## config.mk

```make
export PLATFORM = sky130hd
export DESIGN_NAME = mux2_arbiter
export DESIGN_NICKNAME = d
export VERILOG_FILES = /design/src/rtl/mux2_arbiter.sv
export SDC_FILE = /design/constraint.sdc
export NUM_CORES = 1
export LEC_CHECK = 0
export ABC_AREA = 1
export CAP_MARGIN = 20
export CORE_AREA = 2 2 39 41
export DETAILED_ROUTE_END_ITERATION = 10
export DIE_AREA = 0 0 41 43
export DONT_BUFFER_PORTS = 1
export PLACE_DENSITY = 0.57
export SLEW_MARGIN = 20
export SYNTH_ARGS = -nofsm -noshare
export SYNTH_HDL_FRONTEND = slang
export SYNTH_SLANG_ARGS = --single-unit
```

## constraint.sdc

```tcl
create_clock -name clk -period 1.3 [get_ports clk]
set_input_delay 0.26 -clock clk [delete_from_list [all_inputs] [get_ports clk]]
set_output_delay 0.26 -clock clk [all_outputs]
set_load 0.01 [all_outputs]
```

## src/rtl/mux2_arbiter.sv

```systemverilog
// mux2_arbiter: round-robin arbiter for two requesters sharing one mux path.
//
// Ports:
//   clk             rising-edge clock
//   n_reset         asynchronous active-low reset
//   req_a, req_b    requests for the shared path
//   data_a, data_b  requester data (mux inputs a and b)
//   gnt_a, gnt_b    grants, decoded from the state register (zero or one-hot)
//   sel             mux select, 1 = b; decoded from the state register
//   y               shared mux output, zero while idle
//   valid           y carries granted data (gnt_a | gnt_b)
//
// Optional feature: define MUX2_ARBITER_PREEMPT_EN to bound a grant to
// MAX_HOLD cycles while the other requester is waiting.

module mux2_arbiter #(
    parameter int WIDTH    = 8,
    parameter int MAX_HOLD = 15
) (
    input  logic             clk,
    input  logic             n_reset,
    input  logic             req_a,
    input  logic             req_b,
    input  logic [WIDTH-1:0] data_a,
    input  logic [WIDTH-1:0] data_b,
    output logic             gnt_a,
    output logic             gnt_b,
    output logic             sel,
    output logic [WIDTH-1:0] y,
    output logic             valid
);

    if (MAX_HOLD < 1 || MAX_HOLD > 255) begin : g_bad_max_hold
        $error("mux2_arbiter: MAX_HOLD must be in 1..255");
    end

    typedef enum logic [1:0] {
        IDLE    = 2'd0,
        GRANT_A = 2'd1,
        GRANT_B = 2'd2
    } state_t;

    state_t state, state_nxt;

    // 1 when B was granted most recently; B after reset so A wins the first tie.
    logic last_gnt_b;
    logic hold_hit;

`ifdef MUX2_ARBITER_PREEMPT_EN
    localparam logic [7:0] HOLD_LAST = 8'(MAX_HOLD - 1);
    logic [7:0] hold_cnt;

    // Cleared on every grant entry (including a preemptive transfer),
    // counts held cycles and saturates so a late request still preempts.
    always_ff @(posedge clk or negedge n_reset) begin
        if (!n_reset) begin
            hold_cnt <= '0;
        end else if (state_nxt == IDLE || state_nxt != state) begin
            hold_cnt <= '0;
        end else if (hold_cnt != HOLD_LAST) begin
            hold_cnt <= hold_cnt + 8'd1;
        end
    end

    assign hold_hit = (hold_cnt == HOLD_LAST);
`else
    assign hold_hit = 1'b0;
`endif

    always_ff @(posedge clk or negedge n_reset) begin
        if (!n_reset) begin
            state      <= IDLE;
            last_gnt_b <= 1'b1;
        end else begin
            state <= state_nxt;
            if (state_nxt == GRANT_A && state != GRANT_A)
                last_gnt_b <= 1'b0;
            else if (state_nxt == GRANT_B && state != GRANT_B)
                last_gnt_b <= 1'b1;
        end
    end

    always_comb begin
        state_nxt = state;
        case (state)
            IDLE: begin
                if (req_a && req_b)
                    state_nxt = last_gnt_b ? GRANT_A : GRANT_B;
                else if (req_a)
                    state_nxt = GRANT_A;
                else if (req_b)
                    state_nxt = GRANT_B;
            end
            GRANT_A: begin
                // Hand over directly when the owner leaves or its hold expires.
                if (!req_a)
                    state_nxt = req_b ? GRANT_B : IDLE;
                else if (hold_hit && req_b)
                    state_nxt = GRANT_B;
            end
            GRANT_B: begin
                if (!req_b)
                    state_nxt = req_a ? GRANT_A : IDLE;
                else if (hold_hit && req_a)
                    state_nxt = GRANT_A;
            end
            default: state_nxt = IDLE;
        endcase
    end

    assign gnt_a = (state == GRANT_A);
    assign gnt_b = (state == GRANT_B);
    assign sel   = gnt_b;
    assign valid = gnt_a | gnt_b;

    always_comb begin
        y = '0;
        if (gnt_a)
            y = data_a;
        else if (gnt_b)
            y = data_b;
    end

endmodule

```

# Word-level counts from Yosys, hierarchy flattened
# Index checks and enable logic that the tools add are counted.
# totals
reg_bits,3
input_bits,20
output_inout_bits,12
word_cells,27
# classes
eq_ne,6
n_mux,13
bitwise,1
n_reduce_logical,5
# ops
op,count
two-way mux 8 bit,2
two-way mux 2 bit,7
case mux 2 bit (3 select lines),1
"== test 2 x 1 -> 1 bit, second input constant",2
"== test 2 bit, second input constant",2
logical AND 1 bit,3
two-way mux 1 bit,3
zero test 2 bit,1
"!= test 2 x 1 -> 1 bit, second input constant",1
"!= test 2 bit, second input constant",1
nonzero test 2 bit,1
OR 1 bit,1

# Depth between registers and ports, before layout
# Gate-level depths: netlist of run 1.
# depth
depth_word,8
mapped_depth,10
depth_no_buf,9

# Least setup slack after synthesis of run 1
# OpenSTA, ideal clock, no wires.
# synth_path
kind,reg2reg
from,register state[1]
to,register last_gnt_b
arrival_ps,1354
required_time_ps,1232
path_slack_ps,-122
stages_incl_launch_ff,11
n_path_buf,1
period_less_slack_ps,1422
path_cell_list,dfrtp_1 -> inv_1 -> ha_1 -> buf_4 -> nand3_1 -> nand2_1 -> nand2_1 -> nand2_1 -> nor2_1 -> nand2_1 -> a21oi_2
# synth_rtl
item,line_no,rtl
"start, declared",43,"state_t state, state_nxt;"
"start signal, assigned",75,state <= state_nxt;
== test 2 x 1 -> 1 bit (*),n/a,
named net gnt_a,26,"output logic gnt_a,"
case mux 2 bit (3 select lines) (*),85,case (state)
== test 2 x 1 -> 1 bit or == test 2 bit (tied branches),"76, 78",
logical AND 1 bit (on tied branches),"76, 78",
two-way mux 1 bit or nonzero test 2 bit (tied branches),n/a,
"end signal, assigned",73,last_gnt_b <= 1'b1;
"end signal, assigned",77,last_gnt_b <= 1'b0;
"end signal, assigned",79,last_gnt_b <= 1'b1;
"end, declared",46,logic last_gnt_b;
# The timed path passes the listed nets; every way through them passes the cells marked *.
# A chain may end at the register's enable or synchronous reset.

# Worst setup path in the final report of run 1
# layout_path
from,register state[0]
to,output y[2]
# layout_between
elab_chain_cells,3
# layout_lines
item,line_no,rtl
== test 2 bit,112,assign gnt_b = (state == GRANT_B);
two-way mux 8 bit,120,else if (gnt_b)
two-way mux 8 bit (*),118,if (gnt_a)
"end, declared",29,"output logic [WIDTH-1:0] y,"
# Every way passes the cells marked *; elsewhere a longest branch is shown, timed or not.

==> metrics.sh, run 1 <==
SLEW_HEADROOM_PCT=89.01
SLEW_VIOL_FINAL=0
STARTPOINT_OF_THE_WORST_REGISTER_TO_REGISTER_PATH='state[1]'
DRIVE_GT1_SHARE_PCT=65.88
CPMAXSTAGEDELAYCELL='sky130_fd_sc_hd__dfrtp_1'
MAX_FREQ_GHz=0.6710
TRITONCTS.NUM_BUFFERS=3
WORSTREGTOREGCELLS=9
CRITICAL_PATH.TOP_DELAY_FAMILY='flip-flops'
FILL_CELLS=142
MAXIMUM_NUMBER_OF_PINS_ON_ONE_NET_BEFORE_GLOBAL_ROUTE_REPAIR=10
PLACEDINSTANCEAREA_UM2=541.8
NETS=111
FINALWIRELENGTH_MM=1.149
CRITICAL_PATH_CELL_COUNT=5
FINALNONFILLERCELLS=101
REPORT.POWER.TOTAL_mW=1.744
TIMING.MAX_CAP.VIOLATIONS=0
DIE_X_UM=41
GRT_SETUP_UNREPAIRED='true'
FINAL_DESIGN_AREA_NO_FILL_UM2=745.7
MOST-COMMON-LAYOUT-CELLS='sky130_fd_sc_hd__nand2_1 (16), sky130_fd_sc_hd__nand2_2 (13), sky130_fd_sc_hd__nand3_2 (10), sky130_fd_sc_hd__buf_4 (10), sky130_fd_sc_hd__inv_1 (5)'
DPL_WORST_SLACK_NS=-0.03448
ANTENNA-DIODE-COUNT=0
CTS_SINKS=3
PERIOD_NEEDED_NS=1.490
TOTAL_CONGESTION_OVERFLOW_AFTER_GLOBAL_ROUTING=0
SETUP_VIOL=13
CRITICAL_PATH_REQUIRED_NS=1.04
SYNTH_CELLS=68
FIRST_GLOBAL_VIAS=447
WORST-SETUP-PATH-TYPE='reg -> out'
PLACED_CELLS=90
YS.WARNINGS.COUNT=0
CPPEAKSTAGEDELAY_NS=0.41
START_UTIL_PCT=30.65
CRIT_PATH_END='y[2]'
DIE-HEIGHT_UM=43
LAYOUT_COMMONEST_CELL='sky130_fd_sc_hd__nand2_1'
DETAILED_PLACE_HPWL_UM=785.8
SYNTHTOLAYOUTAREAGROWTH_PCT=75.81
POST_SYNTHESIS_CELL_TYPE_COUNT=16
REMAINING_DRC_ERRORS=0
TIMING.HOLD.WS_NS=0.2848
CP_DATA_ARRIVAL_TIME_NS=1.23
CTS_HTREE_LEVELS=1
STARTPOINT='state[0]'
TRITONCTS='yes'
FIRST_DRT_ITERATION_DRCS=10
CRITICAL_PATH.STARTPOINT_TYPE='flip-flop'
REGTOREGENDPOINT='last_gnt_b'
NUMBER_OF_FLIP_FLOPS_AND_LATCHES_IN_THE_SYNTHESIZED_NETLIST=3
FIN_SKEW_NS=0.003298
DETAIL_ROUTE.WL_PER_CELL_UM=11.38
GRT_USE_TOTAL_PCT=13.90
P_PER_AREA_nW_PER_UM2=2339
DR.PASS1.ITERS=4
WORST_PIN_SLEW_NS=0.1648
ANTENNA_FOUND_INITIAL=0
WORSTHOLDPATHTYPE='in -> async'
GRT_FIRST_PASS_WIRELENGTH_MM=1.697
ANT_NETS=0
POWER.LEAKAGE_nW=0.3496
CTS_ROOT_BUFFER='sky130_fd_sc_hd__clkbuf_4'
GP_CONGESTION=0.8298
WORST-R2R-SETUP-SLACK_NS=-0.09
MAPPEDNETLISTAREA_UM2=424.2
POSTLAYOUTCOREUTIL_PCT=53.89
RUN_STATUS='finished with violations'
COREAREA_UM2=1384
IRDROPWORSTVDD_V=0.001148
VIAS=504
PLACEMENT_ROWS=14
MAPPEDNETLISTNETS=93
YS_SEQ_AREA_SHARE_PCT=17.99
PLACE.PORT_BUFFERS=0
WORST_PATH_SETUP_SLACK_AFTER_ROUTING_NS=-0.1903
IO_PINS=32
VIAS_PER_CELL=4.990
DIEAREA_UM2=1763
TIMING_HOLD_VIOLATIONS_FINAL=0
MIN_PERIOD_OVER_PERIOD_PCT=114.6
CRIT_PATH_MAX_FANOUT=9
SETUP_TNS_NS=-2.156
ENDPOINT_KIND='primary output'
CLOCK_PATH_BUFFERS=2
POSTSYNTHAREAPERCELL_UM2=6.238
CLKTRANSATPATHREGS_NS=0.03
CRIT_CHAIN='inv_2 -> ha_4 -> buf_12 -> nand3_2 -> nand2_2'
CLOCK_INSERTION_DELAY_WORST_SKEW_NS=0.23
VIOLATIONS_IN_THE_FINAL_REPORTS='setup timing'
WORSTPATHBUFFERINVERTERCOUNT=2
==> routing by layer <==
metal  wire length, um  up-vias  GRT usage (%)
met5                 0        -              0
met3                74        4          2.094
met2               620       26          23.75
met1               417      224          14.61
met4                37        0          8.667
li1                  -      250              -
==> Yosys cell counts, drive strengths merged <==
cell type   n  share of area, %
o21ai       3               3.5
dfstp       1               6.2
nand3      13                17
a21oi       2               5.9
nand2      29                26
ha          5                15
nor2        2               1.8
buf         3               6.2
dfrtp       2                12
inv         8               7.1
==> cell type report <==
class,instances,area [um^2],area share (%)
Sequential cell,3,77.57,10.40
Tap cell,16,20.02,2.685
Inverter,8,42.54,5.705
Timing Repair Buffer,16,158.9,21.31
Multi-Input combinational cell,54,420.4,56.38
Clock buffer,4,26.28,3.523
==> registers in the layout (all words and copies together) (netlist names) <==
signal and count:
last_gnt_b 1, state 2
==> timing repair <==
item,CTS,global route
pin swaps,8,9
endpoints found under the hold margin,3,0
buffers inserted,5,1
hold buffers,1,0
gates resized for setup,21,13
setup endpoints to repair,12,15
==> worst min-delay path by stage <==
stage                     depth (start not counted)       end  slack (ns)
after floorplan                                   0  state[0]       -0.04
final                                             1  state[0]        0.28
after global routing                              1  state[0]        0.29
after CTS                                         1  state[0]        0.27
after detailed placement                          0  state[1]       -0.04
after global placement                            0  state[1]       -0.04
==> where the power goes <==
group          switching, mW  total [mW]  internal [mW]  leakage [nW]
registers             0.0513       0.206          0.154        0.0346
clock network         0.0448       0.160          0.115        0.0150
logic                  0.699        1.38          0.679         0.300
==> logic make-up (layout without fill, tap and decap cells) <==
kind of cell | count (synthesis) | in the layout | share of synthesized area [%]
fa+ha+maj | 5 | 5 | 14.75
buf+inv | 11 | 28 | 13.27
simple gates | 44 | 44 | 44.54
compound gates | 5 | 5 | 9.440
flops | 3 | 3 | 18.00
Power figures use the tool's default switching activity.
==> inputs of run 2 (changes only) <==
--- a/config.mk
+++ b/config.mk
@@ -5,13 +5,13 @@
 export SDC_FILE = /design/constraint.sdc
 export NUM_CORES = 1
 export LEC_CHECK = 0
-export ABC_AREA = 1
 export CAP_MARGIN = 20
 export CORE_AREA = 2 2 39 41
+export CTS_BUF_LIST = sky130_fd_sc_hd__clkbuf_2
 export DETAILED_ROUTE_END_ITERATION = 10
 export DIE_AREA = 0 0 41 43
 export DONT_BUFFER_PORTS = 1
-export PLACE_DENSITY = 0.57
+export PLACE_DENSITY = 0.53
 export SLEW_MARGIN = 20
 export SYNTH_ARGS = -nofsm -noshare
 export SYNTH_HDL_FRONTEND = slang
==> run 2 against run 1 <==
The flow still finishes with violations (setup timing). Area after synthesis shrank 11%. Critical path depth is 1 lower. Total power fell by 17%. Largest cell class unchanged. Clock-buffer cell count unchanged. Worst setup slack worse by 0.048 ns. Combinational power shrank 20%. Core utilization down 9.5 points. Register-to-register slack lost 0.13 ns. Sequential share of layout area increased by 2.4 points.
==> metrics.sh, run 2 <==
ENDPOINT_KIND='primary output'  # unchanged
FINAL_DESIGN_AREA_NO_FILL_UM2=614.3  # was 745.7 um^2
LARGEST_REGISTERS='state: 2 flops, last_gnt_b: 1 flops'  # unchanged
CTS_SINKS=3  # unchanged
VIAS=418  # was 504
CRITICAL_PATH.STARTPOINT_TYPE='flip-flop'  # unchanged
SLEW_VIOL_FINAL=0  # unchanged
GRT_SETUP_UNREPAIRED='true'  # unchanged
DIEAREA_UM2=1763  # unchanged
FIRST_GLOBAL_VIAS=389  # was 447
GP_CONGESTION=0.7613  # was 0.8298
PERIOD_NEEDED_NS=1.539  # was 1.490 ns
CRITICAL_PATH_REQUIRED_NS=1.04  # about the same
WORSTREGTOREGCELLS=7  # was 9
COREAREA_UM2=1384  # unchanged
PLACEDINSTANCEAREA_UM2=500.5  # was 541.8 um^2
MAPPEDNETLISTNETS=69  # was 93
FIRST_DRT_ITERATION_DRCS=4  # was 10
TIMING.HOLD.WORST_PATH_DEPTH=2
FINALWIRELENGTH_UM=962  # was 1.149 mm
MAPPEDNETLISTAREA_UM2=379.1  # was 424.2 um^2
CLOCK_INSERTION_DELAY_WORST_SKEW_NS=0.21  # was 0.23 ns
VIAS_PER_CELL=5.359  # was 4.990
MAXIMUM_NUMBER_OF_PINS_ON_ONE_NET_BEFORE_GLOBAL_ROUTE_REPAIR=9  # was 10
START_UTIL_PCT=27.40  # was 30.65%
CLKTRANSATPATHREGS_NS=0.05  # was 0.03 ns
FILL_CELLS=136  # was 142
VIOLATIONS_IN_THE_FINAL_REPORTS='setup timing'  # unchanged
WORSTPATHBUFFERINVERTERCOUNT=2  # unchanged
REMAINING_DRC_ERRORS=0  # unchanged
CTS_HTREE_LEVELS=1  # unchanged
SYNTHTOLAYOUTAREAGROWTH_PCT=62.05  # was 75.81%
POWER.LEAKAGE_nW=0.2676  # was 0.3496 nW
DIE-HEIGHT_UM=43  # unchanged
NUMBER_OF_FLIP_FLOPS_AND_LATCHES_IN_THE_SYNTHESIZED_NETLIST=3  # unchanged
POST_SYNTHESIS_CELL_TYPE_COUNT=25  # was 16
CPPEAKSTAGEDELAY_NS=0.41  # about the same
DR.PASS1.ITERS=2  # was 4
SYNTH_LARGEST_AREA_CELL='sky130_fd_sc_hd__a22o_1'  # was sky130_fd_sc_hd__nand2_1
GRT_USE_TOTAL_PCT=12.49  # was 13.90%
IO_PINS=32  # unchanged
DIE_X_UM=41  # unchanged
DETAILED_PLACE_HPWL_UM=765  # was 785.8 um
WORSTHOLDPATHTYPE='in -> reg'  # was in -> async
CTS_ROOT_BUFFER='sky130_fd_sc_hd__clkbuf_2'  # was sky130_fd_sc_hd__clkbuf_4
WORST-R2R-SETUP-SLACK_NS=-0.22  # was -0.09 ns
FINALNONFILLERCELLS=78  # was 101
ANTENNA_FOUND_INITIAL=0  # unchanged
POST-SYNTH-TOP-COUNT-CELL='sky130_fd_sc_hd__a22o_1'  # was sky130_fd_sc_hd__nand2_1
SYNTH-ASYNC-RESET-RATIO_PCT=100.0  # unchanged
LAYOUT_COMMONEST_CELL='sky130_fd_sc_hd__buf_4'  # was sky130_fd_sc_hd__nand2_1
DPL_WORST_SLACK_NS=-0.2739  # was -0.03448 ns
FIN_SKEW_NS=0.005663  # was 0.003298 ns
SYNTH_CELLS=44  # was 68
YS.WARNINGS.COUNT=0  # unchanged
PLACEMENT_ROWS=14  # unchanged
RUN_STATUS='finished with violations'  # unchanged
ANTENNA-DIODE-COUNT=0  # unchanged
MAX_FREQ_GHz=0.6499  # was 0.6710 GHz
DOMINANTREGCELLSYNTH='sky130_fd_sc_hd__dfrtp_1'  # unchanged
SYNTH.CELLS.MOST_FREQUENT='sky130_fd_sc_hd__a22o_1 (8), sky130_fd_sc_hd__ha_1 (5), sky130_fd_sc_hd__nor2b_1 (3)'  # was sky130_fd_sc_hd__nand2_1 (28), sky130_fd_sc_hd__nand3_1 (12), sky130_fd_sc_hd__inv_1 (7)
TIMING_HOLD_VIOLATIONS_FINAL=0  # unchanged
TOTAL_CONGESTION_OVERFLOW_AFTER_GLOBAL_ROUTING=0  # unchanged
SYNTH_TOP_CELL_AREA_SHARE_PCT=18.48  # was 24.78%
SETUP_TNS_NS=-2.776  # was -2.156 ns
TIMING.MAX_CAP.VIOLATIONS=0  # unchanged
CRITICAL_PATH.TOP_DELAY_FAMILY='flip-flops'  # unchanged
TRITONCTS.NUM_BUFFERS=3  # unchanged
ANT_NETS=0  # unchanged
DRIVE_GT1_SHARE_PCT=58.06  # was 65.88%
CRIT_PATH_MAX_FANOUT=8  # was 9
WORSTHOLDSTART='req_b'
TRITONCTS='yes'  # unchanged
SETUP_VIOL=14  # was 13
SLEW_HEADROOM_PCT=85.24  # was 89.01%
REPORT.POWER.TOTAL_mW=1.444  # was 1.744 mW
MIN_PERIOD_OVER_PERIOD_PCT=118.4  # was 114.6%
MOST-COMMON-LAYOUT-CELLS='sky130_fd_sc_hd__buf_4 (12), sky130_fd_sc_hd__a22o_1 (8), sky130_fd_sc_hd__clkbuf_2 (4), sky130_fd_sc_hd__buf_6 (4), sky130_fd_sc_hd__ha_4 (3)'  # was sky130_fd_sc_hd__nand2_1 (16), sky130_fd_sc_hd__nand2_2 (13), sky130_fd_sc_hd__nand3_2 (10), sky130_fd_sc_hd__buf_4 (10), sky130_fd_sc_hd__inv_1 (5)
YS_SEQ_AREA_SHARE_PCT=20.13  # was 17.99%
LARGEST_REGISTER_FFS=2  # unchanged
LARGEST-REGISTER='state'  # unchanged
P_PER_AREA_nW_PER_UM2=2350  # was 2339 nW/um^2
WORST_PIN_SLEW_NS=0.2193  # was 0.1648 ns
PLACE.PORT_BUFFERS=0  # unchanged
CP_DATA_ARRIVAL_TIME_NS=1.28  # was 1.23 ns
MAIN_AREA_CONTRIBUTORS_AFTER_SYNTHESIS='sky130_fd_sc_hd__a22o_1 (18%), sky130_fd_sc_hd__ha_1 (17%), sky130_fd_sc_hd__dfrtp_1 (13%), sky130_fd_sc_hd__dfstp_2 (6.9%), sky130_fd_sc_hd__nor2b_1 (5.0%)'  # was sky130_fd_sc_hd__nand2_1 (25%), sky130_fd_sc_hd__ha_1 (15%), sky130_fd_sc_hd__nand3_1 (14%), sky130_fd_sc_hd__dfrtp_1 (12%), sky130_fd_sc_hd__dfstp_2 (6.2%)
SYNTH-EDFF-COUNT=0  # unchanged
NETS=88  # was 111
POSTSYNTHAREAPERCELL_UM2=8.616  # was 6.238 um^2
CLOCK_PATH_BUFFERS=2  # unchanged
CPMAXSTAGEDELAYCELL='sky130_fd_sc_hd__dfrtp_2'  # was sky130_fd_sc_hd__dfrtp_1
DETAIL_ROUTE.WL_PER_CELL_UM=12.33  # was 11.38 um
CRIT_CHAIN='inv_2 -> ha_4 -> buf_4 -> a22o_1'  # was inv_2 -> ha_4 -> buf_12 -> nand3_2 -> nand2_2
REGTOREGENDPOINT='last_gnt_b'  # unchanged
STARTPOINT_OF_THE_WORST_REGISTER_TO_REGISTER_PATH='state[0]'  # was state[1]
WORST_HOLD_PATH.ENDPOINT='state[0]'
IRDROPWORSTVDD_V=0.0008549  # was 0.001148 V
PLACED_CELLS=68  # was 90
WORST_PATH_SETUP_SLACK_AFTER_ROUTING_NS=-0.2388  # was -0.1903 ns
GRT_FIRST_PASS_WIRELENGTH_MM=1.462  # was 1.697 mm
WORST-SETUP-PATH-TYPE='reg -> out'  # unchanged
## run 2: changes by cell type in the layout (fill, tap and decap cells not counted), moves of 2 or more
cell                       before  now
sky130_fd_sc_hd__nor2b_1        0    2
sky130_fd_sc_hd__and2_1         0    2
sky130_fd_sc_hd__inv_1          5    0
sky130_fd_sc_hd__nand3_2       10    1
sky130_fd_sc_hd__nand3_1        3    0
sky130_fd_sc_hd__clkbuf_2       0    4
sky130_fd_sc_hd__nand2_2       13    1
sky130_fd_sc_hd__clkbuf_4       3    0
sky130_fd_sc_hd__buf_12         2    0
sky130_fd_sc_hd__nand2_1       16    0
sky130_fd_sc_hd__o21ai_2        3    1
sky130_fd_sc_hd__buf_4         10   12
sky130_fd_sc_hd__a22o_1         0    8
## run 2: cells by family after synthesis
logic type	Yosys count	share of synthesized area (%)
AOI/OAI and AO/OA	17	36.64
adders and majority gates	5	16.50
and+or+nand+nor	14	20.46
buffers and inverters	5	6.270
DFF	3	20.13
## run 2: area by class of cell
class	count	area, um^2	share of cell area (%)
clock buffer	4	20.02	3.259
multi-input combinational	36	342.8	55.80
tap	16	20.02	3.259
inverter	2	7.507	1.222
sequential	3	78.83	12.83
timing repair buffer	17	145.1	23.63
## run 2: repair_timing
item                                    CTS  global route
cloned                                    0             0
gates resized for setup                   8             2
pin swaps                                 4             6
endpoints found under the setup margin   14            15
endpoints found under the hold margin     3             0
hold buffers                              1             0
setup buffers                             5             0
## run 2: stage by stage
stage,utilization (%),hold slack [ns]
after floorplan,-,-0.03559
after global placement,36.17,-0.03552
after detailed placement,36.17,-0.03550
after CTS,43.85,0.2656
after global routing,44.39,0.2553
final,44.39,0.2360
## run 2: where the power goes
| part | internal, mW | switching, mW | total, mW | leakage, nW |
|---|---|---|---|---|
| clock network | 0.0812 | 0.0510 | 0.132 | 0.0166 |
| registers | 0.152 | 0.0529 | 0.205 | 0.0333 |
| logic | 0.602 | 0.504 | 1.11 | 0.218 |
| total | 0.835 | 0.608 | 1.44 | 0.268 |
## run 2: how the worst max path moves through the flow
stage	from	cells after the start	end	slack, ns
CTS	state[0]	4	y[1]	-0.26
floorplan	state[0]	5	y[0]	-0.08
finish	state[1]	4	y[1]	-0.24
global placement	state[0]	4	y[2]	-0.26
detailed placement	state[0]	4	y[1]	-0.27
global route	state[0]	4	y[0]	-0.33
## run 2: routing by layer
metal	routed length, um	vias up	share of wire [%]	global-route usage (%)
met2	470	29	49	21.25
met5	0	-	0	0
met3	77	2	8.0	2.618
met1	395	187	41	13.31
met4	18	0	1.9	6.667
li1	-	200	-	-
==> inputs of run 3 (changes only) <==
--- a/config.mk
+++ b/config.mk
@@ -5,7 +5,6 @@
 export SDC_FILE = /design/constraint.sdc
 export NUM_CORES = 1
 export LEC_CHECK = 0
-export CAP_MARGIN = 20
 export CORE_AREA = 2 2 39 41
 export CTS_BUF_LIST = sky130_fd_sc_hd__clkbuf_2
 export DETAILED_ROUTE_END_ITERATION = 10
==> results of run 3 <==
The final DEF is identical to that of run 2; final timing and power are the same.
